### src/rtl/button_pkg.sv
// rtl/button_pkg.sv - shared constants, repeat FSM encoding and clog2 helper for key conditioning
package button_pkg;

  // Cycle counts for a 50 MHz clock
  localparam int DEFAULT_DEBOUNCE_CYCLES     = 250000;    // 5 ms
  localparam int DEFAULT_REPEAT_DELAY_CYCLES = 25000000;  // 500 ms
  localparam int DEFAULT_REPEAT_RATE_CYCLES  = 5000000;   // 100 ms

  typedef enum logic [1:0] {
    IDLE       = 2'd0,
    HOLD_DELAY = 2'd1,
    REPEATING  = 2'd2
  } rpt_state_t;

  // Bits needed to hold values 0..value-1; never less than 1
  function automatic int clog2(input int value);
    int r;
    int v;
    r = 0;
    v = value - 1;
    while (v > 0) begin
      r = r + 1;
      v = v >> 1;
    end
    if (r < 1) r = 1;
    return r;
  endfunction

endpackage

### src/rtl/key_debounce_channel.sv
// rtl/key_debounce_channel.sv - one key: synchronizer, debounce, repeat FSM and event pulses
module key_debounce_channel
  import button_pkg::*;
#(
  parameter int DEBOUNCE_CYCLES     = DEFAULT_DEBOUNCE_CYCLES,
  parameter int REPEAT_EN           = 1,
  parameter int REPEAT_DELAY_CYCLES = DEFAULT_REPEAT_DELAY_CYCLES,
  parameter int REPEAT_RATE_CYCLES  = DEFAULT_REPEAT_RATE_CYCLES
) (
  input  logic clk,
  input  logic rst_n,
  input  logic key_raw,
  output logic key_level,
  output logic press_pulse,
  output logic release_pulse,
  output logic repeat_pulse,
  output logic step_pulse
);

  localparam int CW = clog2(DEBOUNCE_CYCLES + 1);
  localparam logic [CW-1:0] DB_LAST = CW'(DEBOUNCE_CYCLES - 1);

  logic          sync_q1;
  logic          sync_q2;
  logic          sync;
  logic [CW-1:0] db_cnt;
  logic          accept;
  logic          press_ev;
  logic          release_ev;

  // Raw pin is active-low and asynchronous; flip to active-high after two flops
  assign sync       = ~sync_q2;
  assign accept     = (sync != key_level) && (db_cnt == DB_LAST);
  assign press_ev   = accept & sync;
  assign release_ev = accept & ~sync;

  // Two-flop synchronizer, reset to the released level
  always_ff @(posedge clk or negedge rst_n) begin
    if (!rst_n) begin
      sync_q1 <= 1'b1;
      sync_q2 <= 1'b1;
    end else begin
      sync_q1 <= key_raw;
      sync_q2 <= sync_q1;
    end
  end

  // Debounce counter: a differing level must persist unbroken before it is accepted
  always_ff @(posedge clk or negedge rst_n) begin
    if (!rst_n) begin
      db_cnt        <= '0;
      key_level     <= 1'b0;
      press_pulse   <= 1'b0;
      release_pulse <= 1'b0;
    end else begin
      press_pulse   <= press_ev;
      release_pulse <= release_ev;
      if (sync != key_level) begin
        if (db_cnt == DB_LAST) begin
          key_level <= sync;
          db_cnt    <= '0;
        end else begin
          db_cnt <= db_cnt + 1'b1;
        end
      end else begin
        db_cnt <= '0;
      end
    end
  end

  generate
    if (REPEAT_EN != 0) begin : g_repeat
      localparam int TMAX = (REPEAT_DELAY_CYCLES > REPEAT_RATE_CYCLES) ?
                            REPEAT_DELAY_CYCLES : REPEAT_RATE_CYCLES;
      localparam int TW = clog2(TMAX + 1);
      localparam logic [TW-1:0] DL_LAST = TW'(REPEAT_DELAY_CYCLES - 1);
      localparam logic [TW-1:0] RT_LAST = TW'(REPEAT_RATE_CYCLES - 1);

      rpt_state_t    state;
      logic [TW-1:0] timer;
      logic          repeat_fire;

      // A release always wins, so no repeat lands in the release cycle
      assign repeat_fire = !release_ev &&
                           (((state == HOLD_DELAY) && (timer == DL_LAST)) ||
                            ((state == REPEATING)  && (timer == RT_LAST)));

      // Repeat FSM: delay after press, then fixed-rate repeats until release
      always_ff @(posedge clk or negedge rst_n) begin
        if (!rst_n) begin
          state        <= IDLE;
          timer        <= '0;
          repeat_pulse <= 1'b0;
          step_pulse   <= 1'b0;
        end else begin
          repeat_pulse <= repeat_fire;
          step_pulse   <= press_ev | repeat_fire;
          if (release_ev) begin
            state <= IDLE;
            timer <= '0;
          end else if (press_ev) begin
            state <= HOLD_DELAY;
            timer <= '0;
          end else begin
            case (state)
              HOLD_DELAY: begin
                if (timer == DL_LAST) begin
                  state <= REPEATING;
                  timer <= '0;
                end else begin
                  timer <= timer + 1'b1;
                end
              end
              REPEATING: begin
                if (timer == RT_LAST) timer <= '0;
                else                  timer <= timer + 1'b1;
              end
              default: begin
                state <= IDLE;
                timer <= '0;
              end
            endcase
          end
        end
      end
    end else begin : g_no_repeat
      assign repeat_pulse = 1'b0;

      // Without auto-repeat a step is just a press
      always_ff @(posedge clk or negedge rst_n) begin
        if (!rst_n) step_pulse <= 1'b0;
        else        step_pulse <= press_ev;
      end
    end
  endgenerate

endmodule

### src/rtl/key_debounce_events.sv
// rtl/key_debounce_events.sv - per-key debounced level and press/release/repeat/step events
module key_debounce_events
  import button_pkg::*;
#(
  parameter int N_KEYS              = 2,
  parameter int DEBOUNCE_CYCLES     = DEFAULT_DEBOUNCE_CYCLES,
  parameter int REPEAT_EN           = 1,
  parameter int REPEAT_DELAY_CYCLES = DEFAULT_REPEAT_DELAY_CYCLES,
  parameter int REPEAT_RATE_CYCLES  = DEFAULT_REPEAT_RATE_CYCLES
) (
  input  logic              MAX10_CLK1_50,
  input  logic              RESET_N,
  input  logic [N_KEYS-1:0] KEY,
  output logic [N_KEYS-1:0] key_level,
  output logic [N_KEYS-1:0] press_pulse,
  output logic [N_KEYS-1:0] release_pulse,
  output logic [N_KEYS-1:0] repeat_pulse,
  output logic [N_KEYS-1:0] step_pulse
);

  // Independent channel per key
  for (genvar i = 0; i < N_KEYS; i++) begin : g_key
    key_debounce_channel #(
      .DEBOUNCE_CYCLES    (DEBOUNCE_CYCLES),
      .REPEAT_EN          (REPEAT_EN),
      .REPEAT_DELAY_CYCLES(REPEAT_DELAY_CYCLES),
      .REPEAT_RATE_CYCLES (REPEAT_RATE_CYCLES)
    ) u_chan (
      .clk          (MAX10_CLK1_50),
      .rst_n        (RESET_N),
      .key_raw      (KEY[i]),
      .key_level    (key_level[i]),
      .press_pulse  (press_pulse[i]),
      .release_pulse(release_pulse[i]),
      .repeat_pulse (repeat_pulse[i]),
      .step_pulse   (step_pulse[i])
    );
  end

endmodule

### config.mk
export PLATFORM = sky130hd
export DESIGN_NAME = key_debounce_events
export DESIGN_NICKNAME = d
export VERILOG_FILES = /design/src/rtl/button_pkg.sv /design/src/rtl/key_debounce_channel.sv /design/src/rtl/key_debounce_events.sv
export SDC_FILE = /design/constraint.sdc
export NUM_CORES = 1
export LEC_CHECK = 0
export ABC_AREA = 1
export BUFFER_PORTS_ARGS = -buffer_cell sky130_fd_sc_hd__buf_4
export CAP_MARGIN = 20
export CELL_PAD_IN_SITES_DETAIL_PLACEMENT = 0
export CELL_PAD_IN_SITES_GLOBAL_PLACEMENT = 1
export CORE_MARGIN = 5
export CORE_UTILIZATION = 47
export CTS_CLUSTER_SIZE = 28
export DETAILED_ROUTE_END_ITERATION = 8
export GPL_TIMING_DRIVEN = 0
export PLACE_DENSITY = 0.78
export RECOVER_POWER = 100
export SLEW_MARGIN = 10
export SYNTH_ARGS = -nofsm -noshare
export SYNTH_HDL_FRONTEND = slang
export SYNTH_SLANG_ARGS = --single-unit
### constraint.sdc
create_clock -name MAX10_CLK1_50 -period 1.8 [get_ports MAX10_CLK1_50]
set_input_delay 0.09 -clock MAX10_CLK1_50 [delete_from_list [all_inputs] [get_ports MAX10_CLK1_50]]
set_output_delay 0.09 -clock MAX10_CLK1_50 [all_outputs]
set_load 0.02 [all_outputs]
### Word level (Yosys, flattened, before mapping)

Cells that the tools add are included.

* flip-flop bits (word level): 104
* input port bits: 4
* word-level logic and storage cells: 86

* $add $sub $neg: 4
* reductions and logical operators: 16
* bitwise gates (word level): 8
* equal/unequal tests: 16
* mux-type cells: 22

Operators with widths (number)
* 25-bit 2-to-1 mux: 8
* 25-bit one-hot mux with 2 select lines: 2
* 18-bit 2-to-1 mux: 4
* 25-bit by 1-bit adder with 25-bit output (second input constant): 2
* 25-bit by 23-bit equality test with 1-bit output (second input constant): 2
* 25-bit equality test (second input constant): 2
* 18-bit by 1-bit adder with 18-bit output (second input constant): 2
* 18-bit equality test (second input constant): 2
* 2-bit 2-to-1 mux: 6
* 1-bit logical AND: 8
* 4-bit by 2-bit inequality test with 1-bit output (second input constant): 2
* 2-bit one-hot mux with 2 select lines: 2
* 2-bit AND reduction: 4
* 3-bit by 1-bit inequality test with 1-bit output (second input constant): 2
* 1-bit AND: 4
* 2-bit by 1-bit equality test with 1-bit output (second input constant): 2
* 2-bit equality test (second input constant): 2
* 1-bit zero test: 2
* 1-bit logical OR: 2
* 1-bit inequality test: 2
* 1-bit NOT: 2
* 1-bit bitwise OR: 2

### Logic depth before layout (Yosys ltp)

* depth after elaboration: 7
* gate-level depth with buffers: 11

### Modules after synthesis

A second synthesis with hierarchy kept.

* cell total of the unflattened synthesis: 746
* area total of the unflattened synthesis: 5640.4 µm²

By module, submodules not included
* key_debounce_channel: area each 2820.2 µm², cells each 373, seq. area each 1303.8 µm², times used 2

### Worst setup path after synthesis

No wires, ideal clock.

* path type: register to register
* start point: register g_key[0].u_chan.g_repeat.timer[0]
* end point: register g_key[0].u_chan.g_repeat.timer[11]
* arrival: 1.441 ns
* path buffers: 1
* setup time: 0.121 ns
* period minus slack after synthesis: 1.562 ns
* setup slack: 0.238 ns
* required time: 1.679 ns
* cell stages (with the launch flop): 12
* cell sequence: dfrtp_1 > ha_1 > nand2_2 > nor2_4 > nand2_1 > nor2_1 > nand2_1 > nand2_1 > nand2_1 > nand3_4 > buf_6 > nor2_1

* longest elaborated chain between the ends: 5
* elaborated cells between the ends (all ways): 8

Ends and longest elaborated chain
* start, declared: RTL line key_debounce_channel.sv:80 `logic [TW-1:0] timer;`
* start signal, assigned: RTL line key_debounce_channel.sv:111 `timer <= timer + 1'b1;`
* start signal, assigned: RTL line key_debounce_channel.sv:116 `else timer <= timer + 1'b1;`
* 25-bit by 1-bit adder with 25-bit output, or another cell as far along: RTL line key_debounce_channel.sv:111, key_debounce_channel.sv:116
* 25-bit 2-to-1 mux (on tied branches): RTL line key_debounce_channel.sv:115, key_debounce_channel.sv:107
* 25-bit one-hot mux with 2 select lines (*): RTL line key_debounce_channel.sv:105 `case (state)`
* 25-bit 2-to-1 mux (*): RTL line key_debounce_channel.sv:101 `end else if (press_ev) begin`
* 25-bit 2-to-1 mux (*): RTL line key_debounce_channel.sv:98 `if (release_ev) begin`

Mark *: on every way between the ends. The rest lies on a longest branch, timed or not.
A chain may end at the register's enable or synchronous reset.

### Worst setup path in the final report

* start point: register g_key[1].u_chan.g_repeat.timer[0]
* end point: register g_key[1].u_chan.g_repeat.timer[4]

* longest elaborated chain between the ends: 5
* elaborated cells between the ends (all ways): 8

Ends and longest elaborated chain (RTL line)
* start, declared: key_debounce_channel.sv:80
* start signal, assigned: key_debounce_channel.sv:111
* start signal, assigned: key_debounce_channel.sv:116
* 25-bit by 1-bit adder with 25-bit output, or another cell as far along: key_debounce_channel.sv:111, key_debounce_channel.sv:116
* 25-bit 2-to-1 mux (on tied branches): key_debounce_channel.sv:115, key_debounce_channel.sv:107
* 25-bit one-hot mux with 2 select lines (*): key_debounce_channel.sv:105
* 25-bit 2-to-1 mux (*): key_debounce_channel.sv:101
* 25-bit 2-to-1 mux (*): key_debounce_channel.sv:98

Marked as above.

==> flow_metrics.py <==
metrics = {
    "outcome": {
        "status": "finished, final reports clean",
    },
    "global_route": {
        "grtUsageTotal_pct": 18.5,
        "grt_pass1_wl_um": 22200,
        "grt_pass1_vias": 4708,
        "grt_max_degree": 105,
        "grt-ovfl-total": 0,
        "antenna_found_initial": 0,
    },
    "setup_path": {
        "cp_cell_sequence": "ha_4 > nand2_4 > nor2_4 > nand2_4 > nor2_2 > nand2_1 > nand2_2 > nand2_2 > nand3_4 > clkbuf_16 > nor2_2",
        "crit_type": "flop to flop",
        "path_buf_inv": 1,
        "cp-start-kind": "flop",
        "cp_top_family": "simple AND/OR/NAND/NOR gates",
        "critical_path.endpoint_type": "flop",
        "worstPathMaxFanout": 6,
        "arrival_ps": 2010,
        "cpPeakStageDelay_ps": 410,
        "cp.required_ps": 2040,
        "slowest_stage": "dfrtp_1",
        "cp-startpoint": "g_key[1].u_chan.g_repeat.timer[0]",
        "r2r_start": "g_key[1].u_chan.g_repeat.timer[0]",
    },
    "clocking": {
        "cts_sinks": 104,
        "clock_latency_ps": 360,
        "clk_pin_slew_worst_paths_ps": 70,
        "root_buffer": "clkbuf_16",
        "clock_path_buffers": 2,
        "tritoncts": "done",
        "h-tree-depth": 3,
        "cts_buffers": 9,
    },
    "routing": {
        "first_pass_iters": 5,
        "vias_per_cell": 4.82,
        "wl_met2_um": 6190,
        "wirelength_um": 13200,
        "drt-met1-wl_um": 6470,
        "drt_iter0_markers": 368,
        "top_layer_used": "met4",
        "wl_met3_um": 458,
        "wl_per_cell_um": 12.9,
        "detail-route-antenna-nets": 0,
        "drc": 0,
        "vias": 4926,
    },
    "pwr": {
        "p_sw_share_pct": 22.5,
        "vdd_drop_max_uv": 484,
        "seqPwrFrac_pct": 52.9,
        "p_comb_share_pct": 2.5,
        "p_leak_nw": 3.05,
        "p_clk_share_pct": 44.7,
        "power_density_mw_per_mm2": 642,
        "power_switching_mw": 1.01,
        "internal_power_mw": 3.47,
    },
    "sta": {
        "max_freq_mhz": 565,
        "grt_setup_unrepaired": "yes",
        "slew_violations": 0,
        "tightest_slew_ps": 976,
        "fin_worst_skew_ps": 8.16,
        "hold_viol": 0,
        "fin_ws_ps": 29.3,
        "period_needed_ps": 1770,
        "hold_ws_ps": 357,
        "setup_viol": 0,
        "max_slew_margin_pct": 34.9,
        "fin_crit_sh_pct": 98.4,
    },
    "synthesis": {
        "ys_async_sr_fraction_pct": 100,
        "netlist.area_leader.share_pct": 42.2,
        "syn_inst": 792,
        "syn-num-nets": 804,
        "syn_area_mm2": 0.00593,
        "ys_top_cells_by_area": "dfrtp_1 42%, nor2_1 11%, nand2_1 11%, inv_1 6.8%, xor2_1 5.3%",
        "synth_ff_type": "dfrtp_1",
        "ys_warn_count": 0,
        "synth_edf_count": 0,
        "yosys.area.top_type": "dfrtp_1",
        "synth_seq_cells": 104,
        "ys_seq_area_share_pct": 44.0,
        "avgSynthCellArea_um2": 7.49,
        "synth_cell_type_count": 32,
    },
    "floorplan": {
        "core_mm2": 0.0125,
        "fp-row-count": 41,
        "die-area_mm2": 0.0150,
        "start_util_pct": 47.4,
        "die_y_um": 122,
        "pin_count": 14,
        "die_w_um": 122,
    },
    "layout": {
        "n_fill_cell": 1248,
        "seq_area_mm2": 0.00261,
        "n_antenna_cell": 0,
        "multi_input_area_mm2": 0.00294,
        "post-route-util_pct": 55.7,
        "area_growth_pct": 17.5,
        "drive_gt1_share_pct": 15.2,
        "layout.nets": 856,
    },
    "place": {
        "dp_hpwl_um": 9440,
        "io_buffers": 13,
        "place.gp.congestion": 0.919,
        "place_ws_ps": -30.3,
    },
    "run": {
        "cap_viol_max_count": 0,
    },
    "min_path": {
        "worstHoldPathType": "flop to flop",
        "hp-start": "g_key[0].u_chan.sync_q1",
    },
}
[cells in the mapped netlist (all sizes together) (4+ instances only)]
master	n
nand2	178
buf	15
nand4	22
nand3	57
xnor2	13
inv	108
dfrtp	100
ha	8
o21ai	8
dfstp	4
nor2	192
nor3	30
xor2	36
a21oi	10
[layout by cell type (no fill, tap or decap), drive strengths merged, types with 2 or more instances in the layout]
| master | count |
|---|---|
| xor2 | 36 |
| nand2 | 178 |
| nor3b | 3 |
| nor2 | 192 |
| dlygate4sd3 | 3 |
| clkbuf | 26 |
| nor3 | 30 |
| clkinv | 2 |
| o21ai | 8 |
| buf | 36 |
| ha | 8 |
| dfrtp | 100 |
| xnor2 | 13 |
| nand4 | 22 |
| or2 | 2 |
| dfstp | 4 |
| a21oi | 10 |
| nand3 | 58 |
| inv | 108 |
| clkinvlp | 3 |
| nand3b | 3 |
[power groups by stage]
stage / clock network (mW) / registers, mW / logic (mW)
after floorplan: 0 / 2.41 / 0.0355
after global placement: 0 / 2.41 / 0.0953
after detailed placement: 0 / 2.41 / 0.0983
after CTS: 2.07 / 2.36 / 0.104
after global routing: 2.15 / 2.37 / 0.132
final: 2.00 / 2.37 / 0.110
[final timing paths]
path | to | slack, ps | cells past startpoint
hold reg to reg | g_key[0].u_chan.sync_q2 | 360 | 0
hold / removal | g_key[0].u_chan.sync_q2 | 360 | 0
max in group asynchronous | g_key[1].u_chan.g_repeat.timer[9] | 660 | 2
setup / recovery | g_key[1].u_chan.g_repeat.timer[4] | 30 | 11
min in group asynchronous | g_key[0].u_chan.g_repeat.timer[15] | 390 | 2
setup reg to reg | g_key[1].u_chan.g_repeat.timer[4] | 30 | 11
[state kept, by name (all words and copies together), names as in the netlist]
| register | count |
|---|---|
| g_key.u_chan.db_cnt | 36 |
| g_key.u_chan.press_pulse | 2 |
| g_key.u_chan.repeat_pulse | 2 |
| g_key.u_chan.sync_q2 | 2 |
| g_key.u_chan.g_repeat.timer | 50 |
| g_key.u_chan.step_pulse | 2 |
| g_key.u_chan.g_repeat.state | 4 |
| g_key.u_chan.key_level | 2 |
| g_key.u_chan.sync_q1 | 2 |
| g_key.u_chan.release_pulse | 2 |
[timing repair]
action                                 CTS  global route
hold buffers                             3             0
setup endpoints to repair               39            54
cloned                                   0             5
endpoints found under the hold margin  102             0
gates resized for setup                  3            46
buffers inserted                         1            19
pin swaps                                0            18
[layer usage]
layer	up-vias	track usage [%]
li1	2548	-
met1	2319	26.0
met2	52	29.0
met3	7	4.65
met4	0	3.99
met5	-	0
[stage by stage]
stage / area [um2] / total power, mW / cells / TNS (ps)
3_3_place_gp: 6240 / 2.50 / 977 / -219
4_1_cts: 6590 / 4.53 / 997 / 0
3_5_place_dp: 6250 / 2.51 / 977 / -324
2_1_floorplan: 5930 / 2.44 / 792 / 0
5_1_grt: 6970 / 4.65 / 1021 / -1190
6_report: 6970 / 4.48 / 1021 / 0
[worst reg2reg max path, cell delays in order, from the launching register on]
cell       delay, ps
dfrtp_1          410
ha_4             170
nand2_4           60
nor2_4           170
nand2_4          100
nor2_2           100
nand2_1           70
nand2_2          110
nand2_2           70
nand3_4          180
clkbuf_16        190
nor2_2            40
[final cells by class]
| type | instances | share of cell area, % |
|---|---|---|
| Multi-Input combinational cell | 566 | 42.2 |
| Clock buffer | 10 | 3.29 |
| Clock inverter | 6 | 1.01 |
| Inverter | 108 | 5.85 |
| Timing Repair Buffer | 40 | 5.04 |
| Buffer | 15 | 2.08 |
| Sequential cell | 104 | 37.4 |
| Tap cell | 172 | 3.09 |
[kinds of logic after synthesis]
family,synth area share (%)
xor gates and xnor gates,7.24
adders and majority gates,1.69
and+or+nand+nor,36.2
AOI/OAI and AO/OA,1.77
DFF,44.0
buffers and inverters,9.09
Note: power is estimated with default switching activity, not from simulation.
